[config.mk]
export PLATFORM = sky130hd
export DESIGN_NAME = clk_div_gen
export DESIGN_NICKNAME = d
export VERILOG_FILES = /design/src/rtl/clk_div_gen.sv
export SDC_FILE = /design/constraint.sdc
export NUM_CORES = 1
export LEC_CHECK = 0
export BUFFER_PORTS_ARGS = -buffer_cell sky130_fd_sc_hd__buf_2
export CORE_MARGIN = 2
export CORE_UTILIZATION = 55
export CTS_CLUSTER_DIAMETER = 80
export DETAILED_ROUTE_END_ITERATION = 10
export PLACE_DENSITY_LB_ADDON = 0.05
export SLEW_MARGIN = 0
export SYNTH_ARGS = -nofsm -noshare
export SYNTH_HDL_FRONTEND = slang
export SYNTH_SLANG_ARGS = --single-unit
[constraint.sdc]
create_clock -name clk -period 14.1 [get_ports clk]
set_input_delay 2.115 -clock clk [delete_from_list [all_inputs] [get_ports clk]]
set_output_delay 2.115 -clock clk [all_outputs]
set_load 0.005 [all_outputs]
[src/rtl/clk_div_gen.sv]
// clk_div_gen: runtime-programmable clock-enable generator.
// Produces a one-cycle tick per period and a registered square wave on
// the system clock. A new divisor is staged in a shadow register and is
// only applied at a period boundary, so no period is ever cut short.
module clk_div_gen #(
  parameter int CNT_W       = 16,
  parameter int DEFAULT_DIV = 4
) (
  input  logic             clk,
  input  logic             rst,
  input  logic             en,
  input  logic             sync_clr,
  input  logic [CNT_W-1:0] div_in,
  input  logic             div_ld,
  output logic             tick,
  output logic             clk_out,
  output logic [CNT_W-1:0] div_cur,
  output logic             ld_pend
);

  localparam logic [CNT_W-1:0] DEF_DIV = CNT_W'(DEFAULT_DIV);
  localparam logic [CNT_W-1:0] ONE     = CNT_W'(1);
  localparam logic [CNT_W-1:0] ZERO    = '0;

  // Divisors 0 and 1 both mean divide-by-1.
  function automatic logic [CNT_W-1:0] eff_div(input logic [CNT_W-1:0] v);
    return (v == ZERO) ? ONE : v;
  endfunction

  // High phase covers the upper floor(d/2) counts; odd d spends the extra
  // cycle in the low phase.
  function automatic logic phase_hi(input logic [CNT_W-1:0] c,
                                    input logic [CNT_W-1:0] d);
    return c >= (d - (d >> 1));
  endfunction

  logic [CNT_W-1:0] cnt;
  logic [CNT_W-1:0] shadow;
  logic [CNT_W-1:0] d;
  logic [CNT_W-1:0] cnt_inc;
  logic [CNT_W-1:0] div_nxt;
  logic             wrap;

  // Effective divisor, boundary detect and the divisor chosen for the next period.
  always_comb begin
    d       = eff_div(div_cur);
    cnt_inc = cnt + ONE;
    wrap    = en && (cnt == (d - ONE));
    div_nxt = div_cur;
    if (div_ld) begin
      div_nxt = div_in;
    end else if (ld_pend) begin
      div_nxt = shadow;
    end
  end

  // Counter, outputs and divisor staging, in priority order sync_clr > !en > wrap > count.
  always_ff @(posedge clk or posedge rst) begin
    if (rst) begin
      cnt     <= ZERO;
      tick    <= 1'b0;
      clk_out <= 1'b0;
      div_cur <= DEF_DIV;
      shadow  <= DEF_DIV;
      ld_pend <= 1'b0;
    end else if (sync_clr) begin
      cnt     <= ZERO;
      tick    <= 1'b0;
      clk_out <= 1'b0;
      div_cur <= div_nxt;
      ld_pend <= 1'b0;
      if (div_ld) begin
        shadow <= div_in;
      end
    end else if (!en) begin
      tick <= 1'b0;
      if (div_ld) begin
        shadow  <= div_in;
        ld_pend <= 1'b1;
      end
    end else if (wrap) begin
      cnt     <= ZERO;
      tick    <= 1'b1;
      clk_out <= phase_hi(ZERO, eff_div(div_nxt));
      div_cur <= div_nxt;
      ld_pend <= 1'b0;
      if (div_ld) begin
        shadow <= div_in;
      end
    end else begin
      cnt     <= cnt_inc;
      tick    <= 1'b0;
      clk_out <= phase_hi(cnt_inc, d);
      if (div_ld) begin
        shadow  <= div_in;
        ld_pend <= 1'b1;
      end
    end
  end

endmodule

Word-level counts from Yosys, hierarchy flattened. Index checks and enable logic that the tools add are counted.

Bits in registers: 51. Input bits: 21. Output and inout port bits: 19. Logic and storage cells: 39.

Add/sub/neg operators: 4. $lt $le $gt $ge: 2. Equality and inequality tests: 1. Muxes and demuxes: 20. Reductions and logical operators: 6.

Operators with widths (count): $mux W16 (10); $logic_not A16 Y1 (2); $sub A16 B15 Y16 (2); $add A16 B1 Y16 const B (1); $eq A16 B16 Y1 (1); $ge A1 B16 Y1 const A (1); $ge A16 B16 Y1 (1); $sub A16 B1 Y16 const B (1); $mux W1 (10); $reduce_bool A2 Y1 (2); $reduce_and A2 Y1 (1); $logic_and A1 B1 Y1 (1).

Logic depth before layout (Yosys ltp).
Depth after elaboration: 9. Depth in mapped cells: 23. Mapped depth without buffers: 20.

Least setup slack after synthesis. OpenSTA, ideal clock, no wires.

Path type: in2reg. Start: input port div_ld. End: register clk_out. Library setup time: 0.126 ns. Data arrival time: 6.190 ns. Required time: 13.974 ns. Slack: 7.784 ns. Stages: 21. Path buffers: 4. Cell sequence: clkbuf_1 > buf_2 > buf_1 > nor2_1 > a21oi_1 > ha_1 > nand4_1 > nor2_1 > and3_1 > clkbuf_1 > nor2_1 > fa_1 > or2_2 > a211oi_1 > a21oi_1 > o41ai_1 > a21oi_1 > o21ai_0 > xnor2_1 > nor4_1 > a221o_1.

Word-level cells in the longest chain between the ends: 8.

Ends and longest elaborated chain: start, declared (line 14) `input logic div_ld,`; $mux W16 (*) (line 50) `if (div_ld) begin`; $logic_not A16 Y1 (line 27) `return (v == ZERO) ? ONE : v;`; $mux W16 (*) (line 27); $sub A16 B15 Y16 (*) (line 34) `return c >= (d - (d >> 1));`; $ge A1 B16 Y1 (*) (line 34); $mux W1 (*) (line 81) `end else if (wrap) begin`; $mux W1 (*) (line 75) `end else if (!en) begin`; $mux W1 (*) (line 66) `end else if (sync_clr) begin`; end signal, assigned (line 84) `clk_out <= phase_hi(ZERO, eff_div(div_nxt));`; end signal, assigned (line 93) `clk_out <= phase_hi(cnt_inc, d);`; end, declared (line 16) `output logic clk_out,`.

Mark *: on every way between the ends. The rest lies on a longest branch, timed or not. The select of a mux whose other input is x is not followed. A chain may end at the register's enable or synchronous reset.

Final worst setup path. Same ends and word-level chain as after synthesis.

==> run metrics <==
FP Rows=37; commonest non-fill, non-tap cell in the layout=ha_1; Seq. cell area=between 0.001 and 0.0015 mm2; Layout Nets=a little over 800; WL per Instance=18.03 um; Mapped Area=between 0.005 and 0.006 mm2; # diodes=0; Hold Slack=roughly 0.5 ns; Final Skew=between 0.01 and 0.015 ns; first-pass GRT wire length=24830 um; Hold-fix buffers, CTS=0; VDD IR-drop max=0.05439 mV; min cycle time layout=between 6 and 7 ns; Setup CP Type=in -> reg; core footprint=0.01032 mm2; DP HPWL=12200 um; Die Width=~110 um; Starting Density=a little under three fifths; vias per cell=between 6 and 7; register area share after synthesis=21.93%; Skew-Pair Late Insertion Delay=between 0.3 and 0.4 ns; total die area=around 0.011 mm2; Synth area leader=dfrtp_1; post-CTS setup buffers=0; slew margin rel.=33.01%; initial antenna violation count=0; Worst Tran Pin Value=roughly 1.0 ns; CP required=about 14 ns; Finish-stage setup viols=0; routing usage on met2=between 40% and 50%; post-synth top area share=a little over a fifth; Reg clk slew, reported paths=between 0.1 and 0.15 ns; Synth Flop Type=dfrtp_1; Seq cells post-synth=51; number of synthesized flops with an enable pin=0; Synthesis Warnings=0; Detail Route Antenna Nets=0; layout cells sized above 1=roughly a tenth; filler instances=939; setup repair after global routing missed its margin=no; crit path DAT=roughly 7 ns; total grt overflow=0; Achievable Freq=152.3 MHz; Vias=5153; Detailed Route WL=between 15000 and 20000 um; largest net degree at the start of global routing=53; net count after synthesis=between 800 and 900; leading post-synthesis cells by cell area=dfrtp_1, ha_1, xnor2_1; leakage power=2.944 nW; Distinct cells, synth=82; I/O pins=40; Crit Path Max Fanout=52; Sink Count=51; outcome=complete, no violations; Critical Path End Type=register; commonest non-fill, non-tap cells in the layout=ha_1, nand2_1, inv_1; Residual DRC=0; CTS Root Cell=clkbuf_8; max-slew violation count=0; final hold violation count=0; Startpoint Class=input port; HP Class=reg -> reg; GRT met3 Usage=3.040%; Setup Total Neg Slack=0 ns; DRT iter0 DRCs=~250; Mapped Cells=between 700 and 800; DR pass1 iterations=5; max cap viols=0; Die Ht=between 100 and 150 um; CTS Buf Count=5; Max clock buf depth=2; Top Usage Layer GRT=met2; global-route usage over all layers=between 20 and 30%; Final Wtd Congestion=0.9936; Reg2Reg Setup Slack=between 8 and 9 ns; PwrDens=100.8 mW/mm2; port bufs=39; CTS tree=yes; area of the multi-input gates=0.004164 mm2; number of global-route vias before repair=between 5000 and 6000; Synth-to-Final Area Change=5.494%; met1 track demand over resource=approximately 34%; Avg Inst Size Synth=8.294 um2; Synth async-reset ratio=100.0%; # resized after CTS=0; H-tree levels=2; final period utilization=between 40% and 50%
registers in the layout, indices dropped and copies added (netlist names):
signal   cells
cnt         16
div_cur     16
shadow      16
clk_out      1
ld_pend      1
tick         1
worst paths after layout:
check,cells after the start,endpoint,startpoint
min reg2reg,2,shadow[2],shadow[2]
min in group asynchronous,3,shadow[1],rst
max in group asynchronous,3,cnt[9],rst
max,18,clk_out,div_ld
min,2,shadow[2],shadow[2]
max reg2reg,18,clk_out,ld_pend
synth_stat cells, drive strengths merged (3+ instances only):
master,n
a2111oi,4
a211oi,6
a21o,3
a21oi,35
a221oi,5
a22o,7
a31oi,7
and3,11
and4,3
buf,18
clkbuf,15
dfrtp,49
ha,75
inv,61
mux2,10
mux2i,26
nand2,66
nand2b,13
nand3,17
nand3b,7
nand4,5
nand4b,4
nor2,44
nor2b,12
nor3,13
nor3b,6
nor4,7
o2111ai,3
o211ai,4
o21a,7
o21ai,50
o21bai,5
o22ai,3
o31ai,3
o41ai,3
or4,3
xnor2,30
xor2,17
report_power, final:
| part | internal [mW] | switching, mW |
|---|---|---|
| sequential | 0.158 | 0.0199 |
| clock | 0.0361 | 0.0586 |
| combinational | 0.148 | 0.199 |
| total | 0.342 | 0.277 |
critical path, stage by stage:
cell	delay, ns
buf_2	0.65
nor2_1	0.12
a21oi_1	0.32
ha_1	0.25
nand4_1	0.08
nor2_1	0.18
and3_1	0.34
nor2_1	0.13
fa_1	0.47
or2_2	0.29
a211oi_1	0.22
a21oi_1	0.15
o41ai_1	0.50
a21oi_1	0.12
o21ai_0	0.22
xnor2_1	0.09
nor4_1	0.42
a221o_1	0.18
cells by family (layout without fill, tap and decap cells):
kind of cell	count (synthesis)	in the layout	share of synthesized area, %
AOI/OAI and AO/OA	168	168	19.44
DFF	51	51	21.93
muxes	36	36	6.395
and+or+nand+nor	227	227	20.56
buffers and inverters	94	111	6.652
xor gates and xnor gates	50	50	8.240
adders and majority gates	77	77	16.78
metal layers:
| layer | up-vias | part of all wire, % |
|---|---|---|
| li1 | 2537 | - |
| met1 | 2463 | 44 |
| met2 | 125 | 49 |
| met3 | 28 | 4.2 |
| met4 | 0 | 3.0 |
| met5 | - | 0 |
cell type report:
| class | count | area share, % |
|---|---|---|
| inverters | 61 | 3.723 |
| clock inverters | 3 | 0.3662 |
| clock buffers | 5 | 1.119 |
| repair buffers | 42 | 3.539 |
| well taps | 136 | 2.766 |
| multi-input cells | 558 | 67.70 |
| flip-flops and latches | 51 | 20.79 |
per-stage QoR:
stage / worst slack (ns) / total power, mW / cells / area (um2) / utilization, %
after floorplan: 7.784 / 0.4386 / 703 / 5831 / -
after global placement: 7.422 / 0.5169 / 848 / 6060 / 58.70
after detailed placement: 7.189 / 0.5236 / 848 / 6060 / 58.70
after CTS: 7.574 / 0.6205 / 856 / 6151 / 59.58
after global routing: 6.940 / 0.6685 / 856 / 6151 / 59.58
final: 7.534 / 0.6199 / 856 / 6151 / 59.58
No activity file was read; power rests on OpenSTA's default activity.
